**src/rtl/axi_arb_pkg.sv**
```systemverilog
// axi_arb_pkg: shared state encoding and AXI response codes for the round-robin AXI4-Lite arbiter
package axi_arb_pkg;

    typedef enum logic [2:0] {
        IDLE,
        RD_A,
        RD_D,
        WR_AW,
        WR_B
    } arb_state_e;

    localparam logic [1:0] OKAY   = 2'b00;
    localparam logic [1:0] SLVERR = 2'b10;
    localparam logic [1:0] DECERR = 2'b11;

endpackage

```
**src/rtl/axi_lite_rr_arbiter_rr_pick.sv**
```systemverilog
// rr_pick: combinational round-robin picker, searches from ptr+1 upward and wraps back to ptr itself
module rr_pick #(
    parameter  int N  = 2,
    localparam int IW = (N > 1) ? $clog2(N) : 1
) (
    input  logic [N-1:0]  req,
    input  logic [IW-1:0] ptr,
    output logic [N-1:0]  gnt,
    output logic [IW-1:0] idx,
    output logic          any
);

    logic [IW-1:0] j;

    always_comb begin
        gnt = '0;
        idx = '0;
        any = 1'b0;
        j   = '0;
        for (int k = 1; k <= N; k++) begin
            j = IW'((int'(ptr) + k) % N);
            if (!any && req[j]) begin
                any = 1'b1;
                idx = j;
            end
        end
        gnt[idx] = any;
    end

endmodule

```
**src/rtl/axi_lite_rr_arbiter.sv**
```systemverilog
// axi_lite_rr_arbiter: N-master to 1-slave AXI4-Lite arbiter, round-robin, one outstanding transaction
module axi_lite_rr_arbiter
    import axi_arb_pkg::*;
#(
    parameter  int N_MST  = 2,
    parameter  int ADDR_W = 32,
    parameter  int DATA_W = 32,
    localparam int STRB_W = DATA_W / 8,
    localparam int IW     = $clog2(N_MST)
) (
    input  logic                       clk,
    input  logic                       rst,
    input  logic [N_MST-1:0]           m_arvalid,
    output logic [N_MST-1:0]           m_arready,
    input  logic [N_MST*ADDR_W-1:0]    m_araddr,
    output logic [N_MST-1:0]           m_rvalid,
    input  logic [N_MST-1:0]           m_rready,
    output logic [DATA_W-1:0]          m_rdata,
    output logic [1:0]                 m_rresp,
    input  logic [N_MST-1:0]           m_awvalid,
    output logic [N_MST-1:0]           m_awready,
    input  logic [N_MST*ADDR_W-1:0]    m_awaddr,
    input  logic [N_MST-1:0]           m_wvalid,
    output logic [N_MST-1:0]           m_wready,
    input  logic [N_MST*DATA_W-1:0]    m_wdata,
    input  logic [N_MST*STRB_W-1:0]    m_wstrb,
    output logic [N_MST-1:0]           m_bvalid,
    input  logic [N_MST-1:0]           m_bready,
    output logic [1:0]                 m_bresp,
    output logic                       s_arvalid,
    input  logic                       s_arready,
    output logic [ADDR_W-1:0]          s_araddr,
    input  logic                       s_rvalid,
    output logic                       s_rready,
    input  logic [DATA_W-1:0]          s_rdata,
    input  logic [1:0]                 s_rresp,
    output logic                       s_awvalid,
    input  logic                       s_awready,
    output logic [ADDR_W-1:0]          s_awaddr,
    output logic                       s_wvalid,
    input  logic                       s_wready,
    output logic [DATA_W-1:0]          s_wdata,
    output logic [STRB_W-1:0]          s_wstrb,
    input  logic                       s_bvalid,
    output logic                       s_bready,
    input  logic [1:0]                 s_bresp,
    output logic [N_MST-1:0]           grant,
    output logic                       busy
);

    arb_state_e       state_q, state_d;
    logic [N_MST-1:0] grant_q, grant_d;
    logic [IW-1:0]    gidx_q, gidx_d;
    logic [IW-1:0]    ptr_q, ptr_d;
    logic             aw_done_q, aw_done_d;
    logic             w_done_q, w_done_d;

    logic [N_MST-1:0] req, pick_gnt;
    logic [IW-1:0]    pick_idx;
    logic             pick_any;
    logic             ar_hs, r_hs, aw_hs, w_hs, b_hs;

    assign req   = m_arvalid | m_awvalid;
    assign ar_hs = s_arvalid & s_arready;
    assign r_hs  = s_rvalid & s_rready;
    assign aw_hs = s_awvalid & s_awready;
    assign w_hs  = s_wvalid & s_wready;
    assign b_hs  = s_bvalid & s_bready;

    rr_pick #(.N(N_MST)) u_pick (
        .req (req),
        .ptr (ptr_q),
        .gnt (pick_gnt),
        .idx (pick_idx),
        .any (pick_any)
    );

    always_ff @(posedge clk) begin
        if (rst) begin
            state_q   <= IDLE;
            grant_q   <= '0;
            gidx_q    <= '0;
            ptr_q     <= IW'(N_MST - 1);
            aw_done_q <= 1'b0;
            w_done_q  <= 1'b0;
        end else begin
            state_q   <= state_d;
            grant_q   <= grant_d;
            gidx_q    <= gidx_d;
            ptr_q     <= ptr_d;
            aw_done_q <= aw_done_d;
            w_done_q  <= w_done_d;
        end
    end

    always_comb begin
        state_d   = state_q;
        grant_d   = grant_q;
        gidx_d    = gidx_q;
        ptr_d     = ptr_q;
        aw_done_d = aw_done_q;
        w_done_d  = w_done_q;
        case (state_q)
            IDLE: if (pick_any) begin
                grant_d = pick_gnt;
                gidx_d  = pick_idx;
                ptr_d   = pick_idx;
                state_d = m_arvalid[pick_idx] ? RD_A : WR_AW;
            end
            RD_A: if (ar_hs) state_d = RD_D;
            RD_D: if (r_hs) begin
                state_d = IDLE;
                grant_d = '0;
            end
            WR_AW: begin
                aw_done_d = aw_done_q | aw_hs;
                w_done_d  = w_done_q | w_hs;
                if (aw_done_d && w_done_d) state_d = WR_B;
            end
            WR_B: if (b_hs) begin
                state_d   = IDLE;
                grant_d   = '0;
                aw_done_d = 1'b0;
                w_done_d  = 1'b0;
            end
            default: state_d = IDLE;
        endcase
    end

    // readys go back only to the owner, masked by grant_q
    always_comb begin
        s_arvalid = (state_q == RD_A) && m_arvalid[gidx_q];
        m_arready = (state_q == RD_A && s_arready) ? grant_q : '0;
        s_araddr  = m_araddr[gidx_q*ADDR_W +: ADDR_W];
        s_rready  = (state_q == RD_D) && m_rready[gidx_q];
        m_rvalid  = (state_q == RD_D && s_rvalid) ? grant_q : '0;
        m_rdata   = s_rdata;
        m_rresp   = s_rresp;
        s_awvalid = (state_q == WR_AW) && !aw_done_q && m_awvalid[gidx_q];
        m_awready = (state_q == WR_AW && !aw_done_q && s_awready) ? grant_q : '0;
        s_awaddr  = m_awaddr[gidx_q*ADDR_W +: ADDR_W];
        s_wvalid  = (state_q == WR_AW) && !w_done_q && m_wvalid[gidx_q];
        m_wready  = (state_q == WR_AW && !w_done_q && s_wready) ? grant_q : '0;
        s_wdata   = m_wdata[gidx_q*DATA_W +: DATA_W];
        s_wstrb   = m_wstrb[gidx_q*STRB_W +: STRB_W];
        s_bready  = (state_q == WR_B) && m_bready[gidx_q];
        m_bvalid  = (state_q == WR_B && s_bvalid) ? grant_q : '0;
        m_bresp   = s_bresp;
        grant     = grant_q;
        busy      = state_q != IDLE;
    end

endmodule
```
**config.mk**
```make
export PLATFORM = sky130hd
export DESIGN_NAME = axi_lite_rr_arbiter
export DESIGN_NICKNAME = d
export VERILOG_FILES = /design/src/rtl/axi_arb_pkg.sv /design/src/rtl/axi_lite_rr_arbiter_rr_pick.sv /design/src/rtl/axi_lite_rr_arbiter.sv
export SDC_FILE = /design/constraint.sdc
export NUM_CORES = 1
export LEC_CHECK = 0
export CAP_MARGIN = 20
export CORE_AREA = 8 8 153 155
export CTS_CLUSTER_DIAMETER = 150
export DETAILED_ROUTE_END_ITERATION = 8
export DIE_AREA = 0 0 161 163
export GPL_TIMING_DRIVEN = 0
export PLACE_DENSITY_LB_ADDON = 0.1
export SETUP_SLACK_MARGIN = 0.3
export SLEW_MARGIN = 10
export SYNTH_ARGS = -nofsm -noshare
export SYNTH_HDL_FRONTEND = slang
export SYNTH_SLANG_ARGS = --single-unit
```
**constraint.sdc**
```tcl
create_clock -name clk -period 2.4 [get_ports clk]
set_clock_uncertainty 0.2 [all_clocks]
set_input_delay 0.48 -clock clk [delete_from_list [all_inputs] [get_ports clk]]
set_output_delay 0.48 -clock clk [all_outputs]
set_load 0.05 [all_outputs]
```
==> results of run 1 <==
==> final cells by class <==
cell class / count / area, sq um / share of cell area
Inverter: 4 / 15.0 / 0.00192
Sequential cell: 9 / 183 / 0.0234
Buffer: 51 / 528 / 0.0676
Timing Repair Buffer: 396 / 4630 / 0.593
Multi-Input combinational cell: 170 / 2030 / 0.259
Tap cell: 275 / 344 / 0.0441
Clock buffer: 4 / 78.8 / 0.0101
==> repair_timing <==
item	CTS	global route
pin swaps	0	0
setup endpoints to repair	122	121
cloned	4	9
setup buffers	7	6
gates resized for setup	805	289
==> where the power goes <==
group,total [W],internal [W],switching (W)
clock network,0.000295,0.000222,0.0000732
registers,0.000264,0.000194,0.0000699
logic,0.00516,0.00258,0.00258
total,0.00572,0.00300,0.00273
==> per-layer routing <==
metal / vias up / track usage / wire [microns]
li1: 1622 / - / -
met1: 1610 / 0.159 / 8250
met2: 173 / 0.278 / 11900
met3: 10 / 0.0339 / 1460
met4: 0 / 0.0215 / 183
met5: - / 0 / 0
==> cells by family after synthesis <==
group                     Yosys count  synth area share
muxes                             105             0.550
buffers and inverters              55             0.172
AOI/OAI and AO/OA                  21            0.0697
xor gates and xnor gates            1           0.00410
and+or+nand+nor                    43             0.119
DFF                                 9            0.0843
==> cells in the final DEF, fill, tap and decap left out, types with 2 or more instances in the layout <==
cell type        instances
buf_4                   49
o21ai_1                  2
nand2_1                  6
clkbuf_4                 6
clkbuf_1                 2
inv_1                    4
mux2_2                   4
nand3b_1                 4
dfxtp_1                  7
and4_1                   2
dlymetal6s2s_1           4
buf_8                   98
clkdlybuf4s50_1        249
o21ai_0                  4
dfxtp_2                  2
a22oi_1                  2
mux2_4                  96
nor2_2                   2
buf_12                  14
buf_6                   11
mux2i_2                  3
nor2_1                   8
nand2b_1                 2
buf_16                   3
clkbuf_16               12
nor3_2                   2
and3_1                   8
a21oi_1                  2
nor3b_4                  2
==> worst min-delay path by stage <==
stage | start | to | slack [ns] | cells after the start
6_report | ptr_q$_SDFFE_PP1P_ | ptr_q$_SDFFE_PP1P_ | 0.31 | 1
3_5_place_dp | ptr_q$_SDFFE_PP1P_ | ptr_q$_SDFFE_PP1P_ | 0.29 | 1
5_1_grt | ptr_q$_SDFFE_PP1P_ | ptr_q$_SDFFE_PP1P_ | 0.34 | 1
3_3_place_gp | ptr_q$_SDFFE_PP1P_ | ptr_q$_SDFFE_PP1P_ | 0.29 | 1
4_1_cts | ptr_q$_SDFFE_PP1P_ | ptr_q$_SDFFE_PP1P_ | 0.30 | 1
2_1_floorplan | ptr_q$_SDFFE_PP1P_ | ptr_q$_SDFFE_PP1P_ | 0.27 | 1
==> worst reg2reg max path, cell delays in order, from the launching register on <==
cell	delay [ns]
dfxtp_2	0.31
buf_8	0.14
buf_6	0.12
buf_6	0.12
buf_4	0.13
mux2i_2	0.19
buf_4	0.14
o22ai_1	0.08
o311a_1	0.34
a21bo_1	0.20
a21oi_2	0.05
==> state kept, by name, indices dropped and copies added, names as in the netlist <==
register   count
w_done_q       1
grant          2
ptr_q          1
gidx_q         1
state_q        3
aw_done_q      1
==> through the flow <==
step | instances | area (sq um) | total power [W] | setup TNS (ns) | utilization
after floorplan | 234 | 2150 | 0.00259 | 0 | -
after global placement | 879 | 6190 | 0.00400 | -76.01 | 0.298
after detailed placement | 879 | 6190 | 0.00401 | -79.66 | 0.298
after CTS | 894 | 6760 | 0.00489 | 0 | 0.325
after global routing | 909 | 7810 | 0.00594 | 0 | 0.375
final | 909 | 7810 | 0.00572 | 0 | 0.375
==> key figures, run 1 <==
Critical path
  – Critical Path End: state_q[0]$_SDFFE_PP0P_
  – Arr. time, crit path: 2.16 ns
  – Worst r2r src: gidx_q$_SDFFE_PP0P_
  – Worst Reg-to-Reg Cells: 10
  – Flop-to-flop setup slack: 0.26 ns
  – CP Class: primary input to flop
  – Critical Path Start Type: primary input
  – CP bufs+invs: 1
  – CP max stage cell: clkdlybuf4s50_1
  – CP Cell Sequence: clkdlybuf4s50_1 > nor4_4 > o22ai_1 > o311a_1 > a21bo_1 > a21oi_2
  – RR Endpoint: state_q[0]$_SDFFE_PP0P_
  – Highest fanout seen on the critical path: 4
  – Worst Setup End Kind: flop
  – CP peak stage delay: 0.52 ns
  – WP depth: 6
  – Req. time, crit path: 2.30 ns
  – Crit path from: m_awvalid[1]
  – CP delay by family, top: compound AO/OA/AOI/OAI gates

Timing
  – Fin worst setup slack: 0.138 ns
  – RSZ-0062 raised after global routing: true
  – Slew HR: 0.638
  – Slew of the pin with the lowest slew margin: 0.542 ns
  – Min cycle time layout: 2.26 ns
  – F_max: 442 MHz
  – Count of pins over their slew limit: 0
  – Endpoints failing setup: 0
  – Period Utilization, post-route: 0.942
  – Final Hold Fails: 0
  – WHS: 0.305 ns

Yosys
  – Sequential area share after synthesis: 0.0843
  – Fraction of registers with async set/reset: 0
  – Top FF cell, synth: dfxtp_1
  – Post-synthesis cell type count: 38
  – Post-synth EDFFs: 0
  – Largest cells by area after synthesis: mux2_2, buf_4, dfxtp_1
  – Syn_area_per_cell: 9.13 sq um
  – Cell accounting for the most synthesized area: mux2_2
  – Synth cell count leaders: mux2_2, buf_4, nor2_1, buf_2, dfxtp_1
  – Most common cell in the netlist: mux2_2
  – Cell Area, Synth: 2140 sq um
  – Synth Register Bits: 9
  – Top cell type's share of synthesized area: 0.527
  – Post-Synthesis Net Count: 487
  – Synth Instances: 234
  – YS warnings: 0

Global routing
  – Vias in the first global route: 3578
  – Global-route wire length before repair: 28000 microns
  – Total gr overflow: 0
  – Antenna violations before repair: 0
  – Pin count of the biggest net entering global routing: 11
  – Gr usage total: 0.144

Route
  – Vias: 3415
  – Antenna viol nets, final: 0
  – Initial DRC count: 137
  – Detailed-router iteration count before antenna repair: 4
  – Final wirelength: 21800 microns
  – Vias/cell: 3.76
  – Routed WL per cell: 24.0 microns
  – Drt drc: 0

Status
  – Status: finished, final reports clean

Clocking
  – TritonCTS Buffers: 3
  – Number of H-tree levels: 1
  – Clock root cell: clkbuf_16
  – Clk buf depth: 2
  – Reg clk slew, reported paths: 0.04 ns
  – CTS tree: yes
  – Num Clock Sinks: 9
  – # hold bufs at CTS: 0
  – Clock latency on the worst-skew pair: 0.23 ns

Placement
  – Setup WS pre-CTS: -0.875 ns
  – # port buffers: 370
  – GPL Wtd Cong: 0.783
  – HPWL after DPL: 18200 microns

Die
  – Die Ht: 163 microns
  – Core Area: 20800 sq um
  – Initial Utilization: 0.103
  – Die area: 26200 sq um
  – Cell row count: 53
  – Die extent in x: 161 microns
  – Top Ports: 407

Cells and area
  – ANT cells: 0
  – Area Growth Syn to Fin: 265%
  – Nets@finish: 888
  – Layout cells sized above 1: 0.492
  – Fill cells: 2107

Run
  – Maxcap violations: 0

Power and ir drop
  – Power Density: 733 nW/um^2
  – Leakage: 3.39 nW
  – VDD IR-drop max: 0.376 mV

Worst hold path
  – Tightest Hold Check Type: flop to flop
No activity file was read; power rests on OpenSTA's default activity.
==> inputs of run 2 (changes only) <==
CAP_MARGIN = 10   (was 20)
==> results of run 2 <==
Same layout as run 1: the final DEF is identical, and so are final timing and power.
==> inputs of run 3 (changes only) <==
CORE_AREA = 2 2 160 162   (was 8 8 153 155)
DIE_AREA = 0 0 162 164   (was 0 0 161 163)
==> run 3 against run 2 <==
  * Worst setup slack lost 0.0024 ns
  * Highest routed layer is now met5
  * Global-route usage shrank 3.4 points
  * Die area grew 1.2%
  * Critical path type is now flop to primary output
==> key figures, run 3 (synthesized netlist as in run 1, its figures left out) <==
Status
  – Status: finished, final reports clean (unchanged)

Route
  – Final wirelength: 17000 microns (was 21800 microns)
  – Antenna viol nets, final: 0 (unchanged)
  – Routed WL per cell: 17.8 microns (was 24.0 microns)
  – Vias: 3316 (was 3415)
  – Drt drc: 0 (unchanged)
  – Initial DRC count: 72 (was 137)
  – Vias/cell: 3.48 (was 3.76)
  – Detailed-router iteration count before antenna repair: 4 (unchanged)

Timing
  – Min cycle time layout: 2.26 ns (about the same)
  – RSZ-0062 raised after global routing: true (unchanged)
  – Endpoints failing setup: 0 (unchanged)
  – Slew of the pin with the lowest slew margin: 0.506 ns (was 0.542 ns)
  – Final Hold Fails: 0 (unchanged)
  – Slew HR: 0.662 (was 0.638)
  – F_max: 442 MHz (about the same)
  – Count of pins over their slew limit: 0 (unchanged)
  – Period Utilization, post-route: 0.943 (was 0.942)

Power and ir drop
  – Sw Share: 0.504 (was 0.476)
  – Combinational Power Share: 0.886 (was 0.902)
  – Pint: 0.00247 W (was 0.00300 W)
  – Power Density: 701 nW/um^2 (was 733 nW/um^2)
  – VDD IR-drop max: 0.388 mV (was 0.376 mV)
  – Leakage: 2.94 nW (was 3.39 nW)
  – Net Switching: 0.00251 W (was 0.00273 W)
  – Sequential share of power: 0.054 (was 0.046)
  – Clock power share: 0.059 (was 0.052)

Clocking
  – # hold bufs at CTS: 0 (unchanged)
  – Clk buf depth: 2 (unchanged)
  – Reg clk slew, reported paths: 0.04 ns (about the same)
  – Number of H-tree levels: 1 (unchanged)
  – CTS tree: yes (unchanged)
  – Clock latency on the worst-skew pair: 0.24 ns (was 0.23 ns)
  – Num Clock Sinks: 9 (unchanged)
  – TritonCTS Buffers: 3 (unchanged)
  – Clock root cell: clkbuf_16 (unchanged)

Die
  – Die Ht: 164 microns (was 163 microns)
  – Die extent in x: 162 microns (was 161 microns)
  – Core Area: 24800 sq um (was 20800 sq um)
  – Initial Utilization: 0.0861 (was 0.103)
  – Cell row count: 58 (was 53)
  – Die area: 26600 sq um (was 26200 sq um)
  – Top Ports: 407 (unchanged)

Global routing
  – Gr usage total: 0.110 (was 0.144)
  – Global-route wire length before repair: 21900 microns (was 28000 microns)
  – Vias in the first global route: 3316 (was 3578)
  – Pin count of the biggest net entering global routing: 11 (unchanged)
  – Antenna violations before repair: 1 (was 0)
  – Total gr overflow: 0 (unchanged)

Cells and area
  – Max reg flops: 3 (unchanged)
  – Most frequent cells in the layout: clkdlybuf4s50_1, buf_6, mux2_2 (was clkdlybuf4s50_1, buf_8, mux2_4)
  – ANT cells: 0 (unchanged)
  – Fill cells: 2660 (was 2107)
  – Layout cells sized above 1: 0.489 (was 0.492)
  – Most common cell after layout, fill and taps aside: clkdlybuf4s50_1 (unchanged)
  – Non-Filler Instances: 954 (was 909)
  – Nets@finish: 878 (was 888)
  – Area Growth Syn to Fin: 233% (was 265%)
  – Finished Core Util: 0.286 (was 0.375)
  – Reg with most FFs: state_q (unchanged)

Critical path
  – CP peak stage delay: 0.31 ns (was 0.52 ns)
  – Arr. time, crit path: 1.58 ns (was 2.16 ns)
  – CP Cell Sequence: buf_6 > clkbuf_16 > buf_12 > buf_16 > mux2_4 > buf_12 (was clkdlybuf4s50_1 > nor4_4 > o22ai_1 > o311a_1 > a21bo_1 > a21oi_2)
  – CP Class: flop to primary output (was primary input to flop)
  – CP max stage cell: dfxtp_2 (was clkdlybuf4s50_1)
  – CP delay by family, top: buffers and inverters (was compound AO/OA/AOI/OAI gates)
  – CP bufs+invs: 5 (was 1)
  – Highest fanout seen on the critical path: 6 (was 4)
  – CP most frequent cell: buf_12
  – Req. time, crit path: 1.72 ns (was 2.30 ns)
  – Worst Setup End Kind: primary output (was flop)
  – Critical Path Start Type: flop (was primary input)

Placement
  – HPWL after DPL: 14500 microns (was 18200 microns)
  – GPL Wtd Cong: 0.776 (was 0.783)
  – Placed Cells: 934 (was 879)
  – # port buffers: 370 (unchanged)

Worst hold path
  – Tightest Hold Check Type: flop to flop (unchanged)

Run
  – Maxcap violations: 0 (unchanged)
==> run 3: cell count changes in the layout (fill, tap and decap cells not counted), sizes merged <==
| cell | delta |
|---|---|
| dlymetal6s2s | +1 |
| dlygate4sd2 | +1 |
| clkbuf | -8 |
| clkdlybuf4s50 | -1 |
| buf | -3 |
==> run 3: power by group through the flow <==
stage                     clock, W  sequential [W]  combinational, W
final                     0.000296        0.000271           0.00442
after global placement           0        0.000252           0.00372
after global routing      0.000302        0.000278           0.00461
after detailed placement         0        0.000253           0.00372
after CTS                 0.000299        0.000255           0.00418
after floorplan                  0        0.000270           0.00232
==> run 3: area by class of cell <==
cell class / instances / area [sq um] / area share
plain buffers: 51 / 524 / 0.0738
clock buffers: 4 / 78.8 / 0.0111
inverters: 4 / 15.0 / 0.00211
multi-input cells: 170 / 1780 / 0.250
flip-flops and latches: 9 / 190 / 0.0268
well taps: 330 / 413 / 0.0581
repair buffers: 386 / 4110 / 0.578
==> run 3: per-stage QoR <==
stage / setup TNS, ns / hold WS [ns] / total power (W) / area (sq um) / setup slack, ns
global route: 0 / 0.336 / 0.00519 / 7110 / 0.104
floorplan: 0 / 0.268 / 0.00259 / 2150 / 0.302
detailed placement: -82.81 / 0.322 / 0.00398 / 6260 / -1.03
finish: 0 / 0.324 / 0.00498 / 7110 / 0.136
CTS: 0 / 0.331 / 0.00474 / 6700 / 0.117
global placement: -79.03 / 0.293 / 0.00397 / 6260 / -1.00
==> run 3: layer usage <==
| layer | track usage | vias up | wire length, microns |
|---|---|---|---|
| met5 | 0 | - | 13 |
| met2 | 0.225 | 173 | 9670 |
| li1 | - | 1605 | - |
| met3 | 0.0270 | 6 | 1370 |
| met4 | 0.00603 | 2 | 85 |
| met1 | 0.117 | 1530 | 5830 |
==> run 3: worst paths after layout <==
path                                          start                       to  slack [ns]  cells past startpoint
worst max-delay path            gidx_q$_SDFFE_PP0P_             s_araddr[23]        0.14                      6
worst min-delay path             ptr_q$_SDFFE_PP1P_       ptr_q$_SDFFE_PP1P_        0.32                      1
worst max register to register  gidx_q$_SDFFE_PP0P_  state_q[0]$_SDFFE_PP0P_        0.44                      8
worst min register to register   ptr_q$_SDFFE_PP1P_       ptr_q$_SDFFE_PP1P_        0.32                      1
==> run 3: what timing repair did <==
item	CTS	global route
pin swaps	0	8
setup buffers	4	6
gates resized for setup	789	143
setup endpoints to repair	122	121
cloned	3	3
